### src/rtl/tdm_demux.sv
// -----------------------------------------------------------------------------
// tdm_demux
//
// Receive-side TDM demultiplexer. Recovers NCH parallel channels of W bits
// each from a serial bit stream framed by a sync pulse. Each frame is NCH
// slots sent back to back, and each slot is sent MSB first. When a frame is
// complete it is presented on y with a one-cycle valid pulse. Framing errors
// produce a one-cycle sync_err pulse.
//
// Ports:
//   clk      system clock, rising edge
//   rst_n    asynchronous active-low reset
//   en       bit strobe; din/fsync are sampled only when en=1
//   din      serial TDM data
//   fsync    frame sync, high with en on bit 0 of every frame
//   y        last complete frame, channel k at y[k*W +: W]
//   valid    one-cycle pulse when y is updated
//   sel      channel slot currently being received
//   locked   high while frame-locked (RUN)
//   sync_err one-cycle pulse on a framing error (missing or early sync)
// -----------------------------------------------------------------------------
module tdm_demux #(
  parameter int NCH = 4,
  parameter int W   = 8,
  localparam int SW = $clog2(NCH),
  localparam int BW = $clog2(W)
) (
  input  logic              clk,
  input  logic              rst_n,
  input  logic              en,
  input  logic              din,
  input  logic              fsync,
  output logic [NCH*W-1:0]  y,
  output logic              valid,
  output logic [SW-1:0]     sel,
  output logic              locked,
  output logic              sync_err
);

  typedef enum logic {HUNT, RUN} state_t;

  state_t             state;
  logic [BW-1:0]      bcnt;    // bit position within the current slot
  logic [W-2:0]       shift;   // bits of the current slot received so far
  logic [NCH*W-1:0]   stage;   // completed slots of the frame in progress
  logic [W-1:0]       word;    // current slot including the bit being sampled
  logic [NCH*W-1:0]   frame;   // staging with the final slot merged in
  logic               frame_start;
  logic               slot_end;
  logic               last_slot;

  // The frame bit counter is sel*W + bcnt, so it is zero exactly when both
  // parts are zero; that is the only position where fsync is expected.
  assign word        = {shift, din};
  assign frame_start = (bcnt == '0) && (sel == '0);
  assign slot_end    = (bcnt == BW'(W - 1));
  assign last_slot   = (sel == SW'(NCH - 1));

  // NOTE: every variable assigned in a combinational block gets a full
  // default first so no path leaves it unassigned, which would infer a latch.
  always_comb begin
    frame = stage;
    frame[(NCH-1)*W +: W] = word;
  end

  // NOTE: sequential state uses non-blocking assignments only, so every
  // register sees the pre-edge values of the others regardless of order.
  always_ff @(posedge clk or negedge rst_n) begin
    if (!rst_n) begin
      state    <= HUNT;
      bcnt     <= '0;
      sel      <= '0;
      shift    <= '0;
      // NOTE: the staging register is a plain flop array (not a RAM), so it
      // is cleared on reset along with everything else; a partial frame cut
      // by reset must never leak into a later y.
      stage    <= '0;
      y        <= '0;
      valid    <= 1'b0;
      locked   <= 1'b0;
      sync_err <= 1'b0;
    end else begin
      // Pulses last exactly one cycle, including across en=0 edges.
      valid    <= 1'b0;
      sync_err <= 1'b0;

      if (en) begin
        unique case (state)
          HUNT: begin
            // Bits are discarded until a sync marks frame bit 0.
            if (fsync) begin
              state  <= RUN;
              locked <= 1'b1;
              shift  <= word[W-2:0];
              bcnt   <= BW'(1);
              sel    <= '0;
            end
          end

          RUN: begin
            if (frame_start && !fsync) begin
              // Missing sync: drop lock, discard the bit, keep y.
              sync_err <= 1'b1;
              state    <= HUNT;
              locked   <= 1'b0;
            end else if (!frame_start && fsync) begin
              // Early sync: abandon the partial frame and restart on this
              // bit as frame bit 0. Stale staging slots are all rewritten
              // before the next frame reaches y.
              sync_err <= 1'b1;
              shift    <= word[W-2:0];
              bcnt     <= BW'(1);
              sel      <= '0;
            end else begin
              shift <= word[W-2:0];
              if (slot_end) begin
                bcnt <= '0;
                stage[sel*W +: W] <= word;
                if (last_slot) begin
                  y     <= frame;
                  valid <= 1'b1;
                  sel   <= '0;
                end else begin
                  sel <= sel + 1'b1;
                end
              end else begin
                bcnt <= bcnt + 1'b1;
              end
            end
          end

          default: state <= HUNT;
        endcase
      end
    end
  end

endmodule

### config.mk
export PLATFORM = sky130hd
export DESIGN_NAME = tdm_demux
export DESIGN_NICKNAME = d
export VERILOG_FILES = /design/src/rtl/tdm_demux.sv
export SDC_FILE = /design/constraint.sdc
export NUM_CORES = 1
export LEC_CHECK = 0
export ABC_CLOCK_PERIOD_IN_PS = 2200
export CAP_MARGIN = 20
export CORE_MARGIN = 10
export CORE_UTILIZATION = 49
export CTS_CLUSTER_DIAMETER = 40
export DETAILED_ROUTE_END_ITERATION = 12
export GPL_ROUTABILITY_DRIVEN = 0
export PLACE_DENSITY = 0.85
export SLEW_MARGIN = 20
export SYNTH_ARGS = -nofsm -noshare
export SYNTH_HDL_FRONTEND = slang
export SYNTH_SLANG_ARGS = --single-unit
export TNS_END_PERCENT = 30
### constraint.sdc
create_clock -name clk -period 2.2 [get_ports clk]
set_input_delay 0.44 -clock clk [delete_from_list [all_inputs] [get_ports clk]]
set_output_delay 0.44 -clock clk [all_outputs]
set_load 0.05 [all_outputs]
==> results of run 1 <==
cell type report:
class,instances,share of cell area
clock buffers,11,0.0354
clock inverters,5,0.0260
inverters,32,0.0300
multi-input cells,130,0.297
flip-flops and latches,72,0.451
well taps,77,0.0241
repair buffers,54,0.136
metal layers:
metal	part of all wire	GRT usage	vias up
met1	0.41	0.156	1034
met2	0.49	0.211	61
met4	0.025	0.0772	0
met3	0.077	0.0453	15
met5	0	0	-
li1	-	-	958
through the flow:
step	hold WS [ns]	util	power [uW]	setup slack [ns]
floorplan	0.144	-	1900	-0.102
global placement	0.488	0.593	2070	-0.113
detailed placement	0.493	0.593	2110	-0.211
CTS	0.105	0.632	3390	0.0175
global route	0.116	0.633	3520	0.0107
finish	0.0753	0.633	3370	0.0768
worst max-delay path, cell delays in order, from the launching register on:
cell	delay (ns)
dfrtp_2	0.36
buf_4	0.15
clkdlybuf4s50_1	0.82
placed cells by master (no fill, tap or decap), types with 2 or more instances in the layout:
| cell type | n |
|---|---|
| nand2_1 | 3 |
| ha_1 | 8 |
| inv_1 | 30 |
| bufinv_16 | 3 |
| nand4_1 | 24 |
| o21ai_0 | 26 |
| nor2b_1 | 2 |
| clkdlybuf4s50_1 | 40 |
| nor2_1 | 5 |
| mux2_4 | 30 |
| mux2_2 | 11 |
| and2_1 | 2 |
| dfrtp_1 | 70 |
| dfrtp_2 | 2 |
| buf_4 | 9 |
| inv_2 | 2 |
| buf_12 | 3 |
| clkbuf_8 | 10 |
| mux2i_1 | 2 |
path summary, 6_finish.rpt:
kind | endpoint | slack (ns) | cells after the start
min in group clk | y[2] | 0.51 | 1
min reg2reg | y[2] | 0.51 | 1
min | y[22] | 0.08 | 2
max reg2reg | stage[15] | 0.17 | 10
max | sel[0] | 0.08 | 2
max in group asynchronous | sel[1] | 1.77 | 2
state kept, by name (all words and copies together) (netlist names), 2 cells and up:
register / flops
sel: 2
shift: 7
stage: 24
bcnt: 3
y: 32
kinds of logic (layout without fill, tap and decap cells):
group / after synthesis / in the layout
flip-flops: 72 / 72
AND/OR/NAND/NOR: 48 / 48
buffers and inverters: 47 / 102
multiplexers: 43 / 43
AO/OA/AOI/OAI: 30 / 30
adder cells (fa/ha/maj): 9 / 9
report_power, final:
part           switching [uW]  internal (uW)  leakage, uW  total [uW]
combinational             220            203      0.00102         423
sequential                201           1470     0.000853        1670
clock                     489            785     0.000124        1270
==> flow_metrics.env, run 1 <==
export IMPL_path_clk_slew_ns=0.08
export IMPL_clock_root_buffer="clkbuf_8"
export IMPL_drcViolationCount=0
export IMPL_start_util=0.503
export IMPL_antenna_found_initial=0
export IMPL_synthSimpleGateAreaFrac=0.0942
export IMPL_synth_seq_cells=72
export IMPL_synthAdderAreaFrac=0.0355
export IMPL_synth_ff_type="dfrtp_1"
export IMPL_slew_headroom=0.649
export IMPL_rsz0062_at_grt="false"
export IMPL_yosys_warnings=0
export IMPL_grt_max_degree=73
export IMPL_yosysTopAreaCell="dfrtp_1"
export IMPL_synth_mux_area_frac=0.187
export IMPL_dr_pass1_iters=4
export IMPL_syn_area_um2=3170
export IMPL_worstPathArrival_ns=1.68
export IMPL_vias=2068
export IMPL_vdd_ir_drop_max_mv=0.503
export IMPL_hpwlAfterDp_um=4370
export IMPL_io_pin_count=42
export IMPL_ant_nets=0
export IMPL_yosysTopAreaCellShare=0.568
export IMPL_synth_common_cells="dfrtp_1 (72), inv_1 (32), mux2_4 (30), o21ai_0 (26), nand4_1 (24)"
export IMPL_postCtsSetupRepairBufs=0
export IMPL_routed_via_density=5.43
export IMPL_syn_avg_cell_area_um2=12.7
export IMPL_dieHeight_um=100
export IMPL_numPortBuffers=41
export IMPL_synth_top_family_by_area="multiplexers"
export IMPL_grtUsageTotal=0.134
export IMPL_yosysMostFrequentCell="dfrtp_1"
export IMPL_routed_wl_um=6400
export IMPL_cp_end_kind="output port"
export IMPL_die_area_um2=10100
export IMPL_cap_viol_max_count=0
export IMPL_synth_compound_area_frac=0.0497
export IMPL_clkLatencyLatePin_ns=0.36
export IMPL_dieWidth_um=100
export IMPL_cts_tree="done"
export IMPL_setup_viol=0
export IMPL_place_inst=365
export IMPL_r2r_start="bcnt[0]"
export IMPL_rows=29
export IMPL_cp_required_ns=1.76
export IMPL_crit_path_max_fanout=7
export IMPL_clock_sinks=72
export IMPL_synth_enable_flop_cells=0
export IMPL_hp_class="primary input to asynchronous set/reset pin"
export IMPL_outcome="completed"
export IMPL_min_period_ns=2.12
export IMPL_startpoint="sel[0]"
export IMPL_setup_tns_final_ns=0
export IMPL_worst_pin_slew_ns=0.525
export IMPL_final_design_area_no_fill_um2=4000
export IMPL_layoutNonFillerInstCount=381
export IMPL_synth_area_top_cells="dfrtp_1 (57%), mux2_4 (14%), nand4_1 (4.7%)"
export IMPL_leakage_uw=0.00199
export IMPL_post_dp_cell_area_um2=3750
export IMPL_slew_viol_final=0
export IMPL_first_iter_violations=89
export IMPL_ctsHoldBuffers=0
export IMPL_critPathKind="register to output port"
export IMPL_synthDistinctLibCells=33
export IMPL_regArea_um2=1800
export IMPL_ys_seq_area_frac=0.568
export IMPL_synth_nets=263
export IMPL_wl_per_cell_um=16.8
export IMPL_synth_xor_area_frac=0
export IMPL_nFillCells=480
export IMPL_grt_pass1_wl_um=10700
export IMPL_period_share=0.965
export IMPL_layout_drive_gt1_share=0.260
export IMPL_post_cts_resize_count=0
export IMPL_cts_htree_levels=3
export IMPL_grt_remaining_overflow=0
export IMPL_multi_input_area_um2=1190
export IMPL_fmaxAchievable_mhz=471
export IMPL_ys_async_sr_fraction=1.00
export IMPL_area_growth_pct=26.0
export IMPL_hold_violations=0
export IMPL_final_nets=313
export IMPL_clockBufferDepth=2
export IMPL_cts_made_buffers=9
export IMPL_start_kind="register"
export IMPL_synth_cells=249
export IMPL_core_um2=6310
export IMPL_insertedDiodeCount=0
export IMPL_grt_pass1_vias=2164
export IMPL_p_per_area_nw_per_um2=843
export IMPL_skew_ns=0.0129
(Power assumes the default switching activity.)
==> inputs of run 2 (changes only) <==
- HOLD_SLACK_MARGIN: not set -> 0.15
==> run 2 against run 1 <==
Compared with the run above: utilization increased by 0.16 points; non-clock buffer count grew 1; global-route usage is essentially flat; critical endpoint unchanged; cell area grew 0.25%; sequential cell count unchanged; sequential share of layout area shrank 0.11 points; total power up 0.15%; sequential power about the same; maximum frequency about the same; critical path depth unchanged; combinational power is essentially flat; first-iteration DRC count rose by 11%.
==> flow_metrics.env, run 2 (same netlist as run 1, synthesis figures left out) <==
export IMPL_first_iter_violations=99
export IMPL_largest_register_ffs=32
export IMPL_ant_nets=0
export IMPL_dr_pass1_iters=4
export IMPL_die_area_um2=10100
export IMPL_dieWidth_um=100
export IMPL_hold_violations=0
export IMPL_cts_htree_levels=3
export IMPL_cts_tree="done"
export IMPL_postCtsSetupRepairBufs=0
export IMPL_vdd_ir_drop_max_mv=0.503
export IMPL_routed_wl_um=6430
export IMPL_worstPathArrival_ns=1.68
export IMPL_p_per_area_nw_per_um2=842
export IMPL_start_util=0.503
export IMPL_period_share=0.965
export IMPL_setup_tns_final_ns=0
export IMPL_start_kind="register"
export IMPL_antenna_found_initial=0
export IMPL_clockBufferDepth=2
export IMPL_grtUsageTotal=0.134
export IMPL_hold_ws_ns=0.508
export IMPL_multi_input_area_um2=1190
export IMPL_critPathMaxStageDelay_ns=0.82
export IMPL_drcViolationCount=0
export IMPL_grt_max_degree=73
export IMPL_regArea_um2=1800
export IMPL_layoutNonFillerInstCount=382
export IMPL_layout_common_cells="dfrtp_1 (70), clkdlybuf4s50_1 (40), inv_1 (30), mux2_4 (30), o21ai_0 (26)"
export IMPL_area_growth_pct=26.3
export IMPL_setup_viol=0
export IMPL_vias=2083
export IMPL_cp_end_kind="output port"
export IMPL_path_clk_slew_ns=0.07
export IMPL_clock_root_buffer="clkbuf_8"
export IMPL_leakage_uw=0.00200
export IMPL_hpwlAfterDp_um=4370
export IMPL_dieHeight_um=100
export IMPL_insertedDiodeCount=0
export IMPL_grt_pass1_wl_um=10700
export IMPL_reg_top3="y (32), stage (24), shift (7)"
export IMPL_hp_class="register to register"
export IMPL_routed_via_density=5.45
export IMPL_io_pin_count=42
export IMPL_min_period_ns=2.12
export IMPL_clock_sinks=72
export IMPL_numPortBuffers=41
export IMPL_cp_required_ns=1.76
export IMPL_layout_drive_gt1_share=0.259
export IMPL_rows=29
export IMPL_final_common_cell="dfrtp_1"
export IMPL_place_inst=365
export IMPL_outcome="completed"
export IMPL_cts_made_buffers=9
export IMPL_rsz0062_at_grt="false"
export IMPL_worstPathCellList="buf_4 > clkdlybuf4s50_1"
export IMPL_clkLatencyLatePin_ns=0.36
export IMPL_fmaxAchievable_mhz=471
export IMPL_power_uw=3380
export IMPL_slowest_stage="clkdlybuf4s50_1"
export IMPL_cap_viol_max_count=0
export IMPL_utilization=0.635
export IMPL_grt_remaining_overflow=0
export IMPL_slew_headroom=0.650
export IMPL_crit_path_max_fanout=7
export IMPL_critPathKind="register to output port"
export IMPL_skew_ns=0.0129
export IMPL_grt_pass1_vias=2169
export IMPL_slew_viol_final=0
export IMPL_core_um2=6310
export IMPL_final_nets=314
export IMPL_wl_per_cell_um=16.8
export IMPL_top_register="y"
export IMPL_worst_pin_slew_ns=0.524
export IMPL_nFillCells=479
[run 2: changes by cell type in the layout (fill, tap and decap cells not counted)]
cell | before | now
dlygate4sd3_1 | 0 | 1
[run 2: power breakdown]
group / leakage [uW] / switching (uW) / internal (uW)
sequential: 0.000853 / 203 / 1470
combinational: 0.00102 / 220 / 204
clock: 0.000124 / 492 / 785
[run 2: worst max-delay path: cells and delay by family (launching register included)]
| kind | cells | cell delay (ns) |
|---|---|---|
| flip-flops | 1 | 0.36 |
| buffers and inverters | 2 | 0.97 |
[run 2: final cells by class]
cell class | instances | area share
well taps | 77 | 0.0240
flip-flops and latches | 72 | 0.450
repair buffers | 55 | 0.138
inverters | 32 | 0.0300
clock buffers | 11 | 0.0353
multi-input cells | 130 | 0.296
clock inverters | 5 | 0.0259
[run 2: what timing repair did]
item                       in CTS  in global routing
gates resized for setup         0                  4
hold endpoints to repair       72                  0
hold buffers                    1                  0
setup endpoints to repair       0                 24
[run 2: worst paths after layout]
kind | start | end | slack [ns] | cells after the start
setup / recovery | sel[0] | sel[0] | 0.08 | 2
hold / removal | stage[2] | y[2] | 0.51 | 1
setup reg to reg | bcnt[0] | y[25] | 0.17 | 9
hold reg to reg | stage[2] | y[2] | 0.51 | 1
max in group asynchronous | rst_n | sel[1] | 1.23 | 3
min in group asynchronous | rst_n | y[22] | 0.62 | 3
[run 2: through the flow]
stage / setup WS [ns] / area [um^2]
floorplan: -0.102 / 3220
global placement: -0.113 / 3750
detailed placement: -0.211 / 3750
CTS: 0.0175 / 4000
global route: 0.0107 / 4010
finish: 0.0760 / 4010
[run 2: routing by layer]
layer | track usage | part of all wire
met5 | 0 | 0
met4 | 0.0772 | 0.024
met3 | 0.0460 | 0.078
met2 | 0.212 | 0.48
met1 | 0.155 | 0.42
==> inputs of run 3 (changes only) <==
- CORE_UTILIZATION: 49 -> 55
- DONT_BUFFER_PORTS: not set -> 1
- PLACE_DENSITY: 0.85 -> 0.83
==> run 3 against run 2 <==
Compared with the run above: cell count down 13%; critical endpoint is now y[0]; non-clock buffer count is 47 lower; combinational power decreased by 16%; critical path type is now register to register; sequential cell count did not move; global-route usage grew 0.51 points.
==> flow_metrics.env, run 3 (same netlist as run 1, synthesis figures left out) <==
export IMPL_routed_via_density=5.69
export IMPL_dp_slack_ns=-0.0179
export IMPL_final_nets=268
export IMPL_core_um2=5540
export IMPL_drcViolationCount=0
export IMPL_grt_pass1_wl_um=10000
export IMPL_start_kind="register"
export IMPL_clkLatencyLatePin_ns=0.34
export IMPL_clockBufferDepth=2
export IMPL_setup_viol=0
export IMPL_cts_tree="done"
export IMPL_period_share=0.938
export IMPL_ff2ff_setup_slack_ns=0.14
export IMPL_slew_viol_final=0
export IMPL_cap_viol_max_count=0
export IMPL_cts_htree_levels=3
export IMPL_hp_class="primary input to register"
export IMPL_rows=27
export IMPL_top_register="y"
export IMPL_startpoint="bcnt[0]"
export IMPL_area_growth_pct=11.3
export IMPL_postCtsSetupRepairBufs=0
export IMPL_clock_root_buffer="clkbuf_8"
export IMPL_cp_end_kind="register"
export IMPL_die_area_um2=9210
export IMPL_cts_made_buffers=9
export IMPL_skew_ns=0.0113
export IMPL_outcome="completed"
export IMPL_grt_remaining_overflow=0
export IMPL_min_period_ns=2.06
export IMPL_final_design_area_no_fill_um2=3530
export IMPL_insertedDiodeCount=0
export IMPL_routed_wl_um=6170
export IMPL_grt_max_degree=73
export IMPL_antenna_found_initial=0
export IMPL_start_util=0.573
export IMPL_dieWidth_um=96.0
export IMPL_r2r_cells=8
export IMPL_largest_register_ffs=32
export IMPL_ant_nets=0
export IMPL_rsz0062_at_grt="false"
export IMPL_grt_pass1_vias=1960
export IMPL_power_uw=3170
export IMPL_reg_top3="y (32), stage (24), shift (7)"
export IMPL_cp_required_ns=2.43
export IMPL_p_per_area_nw_per_um2=898
export IMPL_crit_path_max_fanout=16
export IMPL_fin_ws_ns=0.135
export IMPL_wl_per_cell_um=18.6
export IMPL_dieHeight_um=96.0
export IMPL_numPortBuffers=0
export IMPL_leakage_uw=0.00182
export IMPL_io_pin_count=42
export IMPL_cp_endpoint="y[0]"
export IMPL_layout_drive_gt1_share=0.293
export IMPL_hold_violations=0
export IMPL_dr_pass1_iters=4
export IMPL_worst_pin_slew_ns=0.509
export IMPL_slew_headroom=0.661
export IMPL_vdd_ir_drop_max_mv=0.403
export IMPL_worstReg2RegEnd="y[0]"
export IMPL_layout_common_cells="dfrtp_1 (70), inv_1 (30), mux2_4 (30)"
export IMPL_first_iter_violations=94
export IMPL_path_clk_slew_ns=0.08
export IMPL_post_dp_cell_area_um2=3260
export IMPL_r2r_start="bcnt[0]"
export IMPL_grtUsageTotal=0.139
export IMPL_vias=1883
export IMPL_nFillCells=398
export IMPL_final_common_cell="dfrtp_1"
export IMPL_worstPathArrival_ns=2.30
export IMPL_fmaxAchievable_mhz=484
export IMPL_clock_sinks=72
export IMPL_hpwlAfterDp_um=3980
export IMPL_critPathKind="register to register"
run 3: area by class of cell:
| cell class | instances | area, um^2 | area share |
|---|---|---|---|
| well taps | 72 | 90.1 | 0.0255 |
| repair buffers | 8 | 95.1 | 0.0269 |
| flip-flops and latches | 72 | 1800 | 0.511 |
| multi-input cells | 131 | 1200 | 0.340 |
| inverters | 32 | 120 | 0.0340 |
| clock buffers | 9 | 124 | 0.0351 |
| clock inverters | 7 | 96.3 | 0.0273 |
run 3: what timing repair did:
action,CTS,global route
gates cloned,0,1
endpoints found under the setup margin,17,56
hold buffers,2,0
resized for setup,1,5
hold endpoints to repair,72,0
pin swaps,1,1
run 3: metrics by stage:
stage / TNS [ns] / utilization / cells / hold slack [ns]
after floorplan: -3.12 / - / 249 / 0.144
after global placement: 0 / 0.588 / 312 / 0.147
after detailed placement: -0.0299 / 0.588 / 312 / 0.147
after CTS: 0 / 0.634 / 330 / 0.190
after global routing: 0 / 0.638 / 331 / 0.203
final: 0 / 0.638 / 331 / 0.206
run 3: how the worst min path moves through the flow:
stage	slack [ns]	start	cells past startpoint	to
final	0.21	en	2	sync_err
after global routing	0.20	en	2	sync_err
after CTS	0.19	en	2	sync_err
after detailed placement	0.15	rst_n	0	y[2]
after global placement	0.15	rst_n	0	y[2]
after floorplan	0.14	rst_n	0	bcnt[0]
run 3: routing by layer:
| layer | vias up | routed length (um) | track usage | part of all wire |
|---|---|---|---|---|
| met3 | 11 | 494 | 0.0451 | 0.080 |
| met1 | 943 | 2530 | 0.171 | 0.41 |
| met2 | 57 | 3040 | 0.222 | 0.49 |
| met4 | 0 | 102 | 0.0565 | 0.017 |
| met5 | - | 0 | 0 | 0 |
| li1 | 872 | - | - | - |
run 3: power by group:
part / leakage (uW) / switching, uW / internal [uW]
Sequential: 0.000853 / 206 / 1470
Combinational: 0.000863 / 176 / 180
Clock: 0.000101 / 499 / 637
run 3: worst max-delay path, stage by stage, from the launching register on:
cell,delay (ns)
dfrtp_1,0.37
inv_1,0.07
ha_1,0.19
nand3b_1,0.10
inv_1,0.05
ha_1,0.29
and4_4,0.32
nand2_4,0.21
mux2_4,0.36
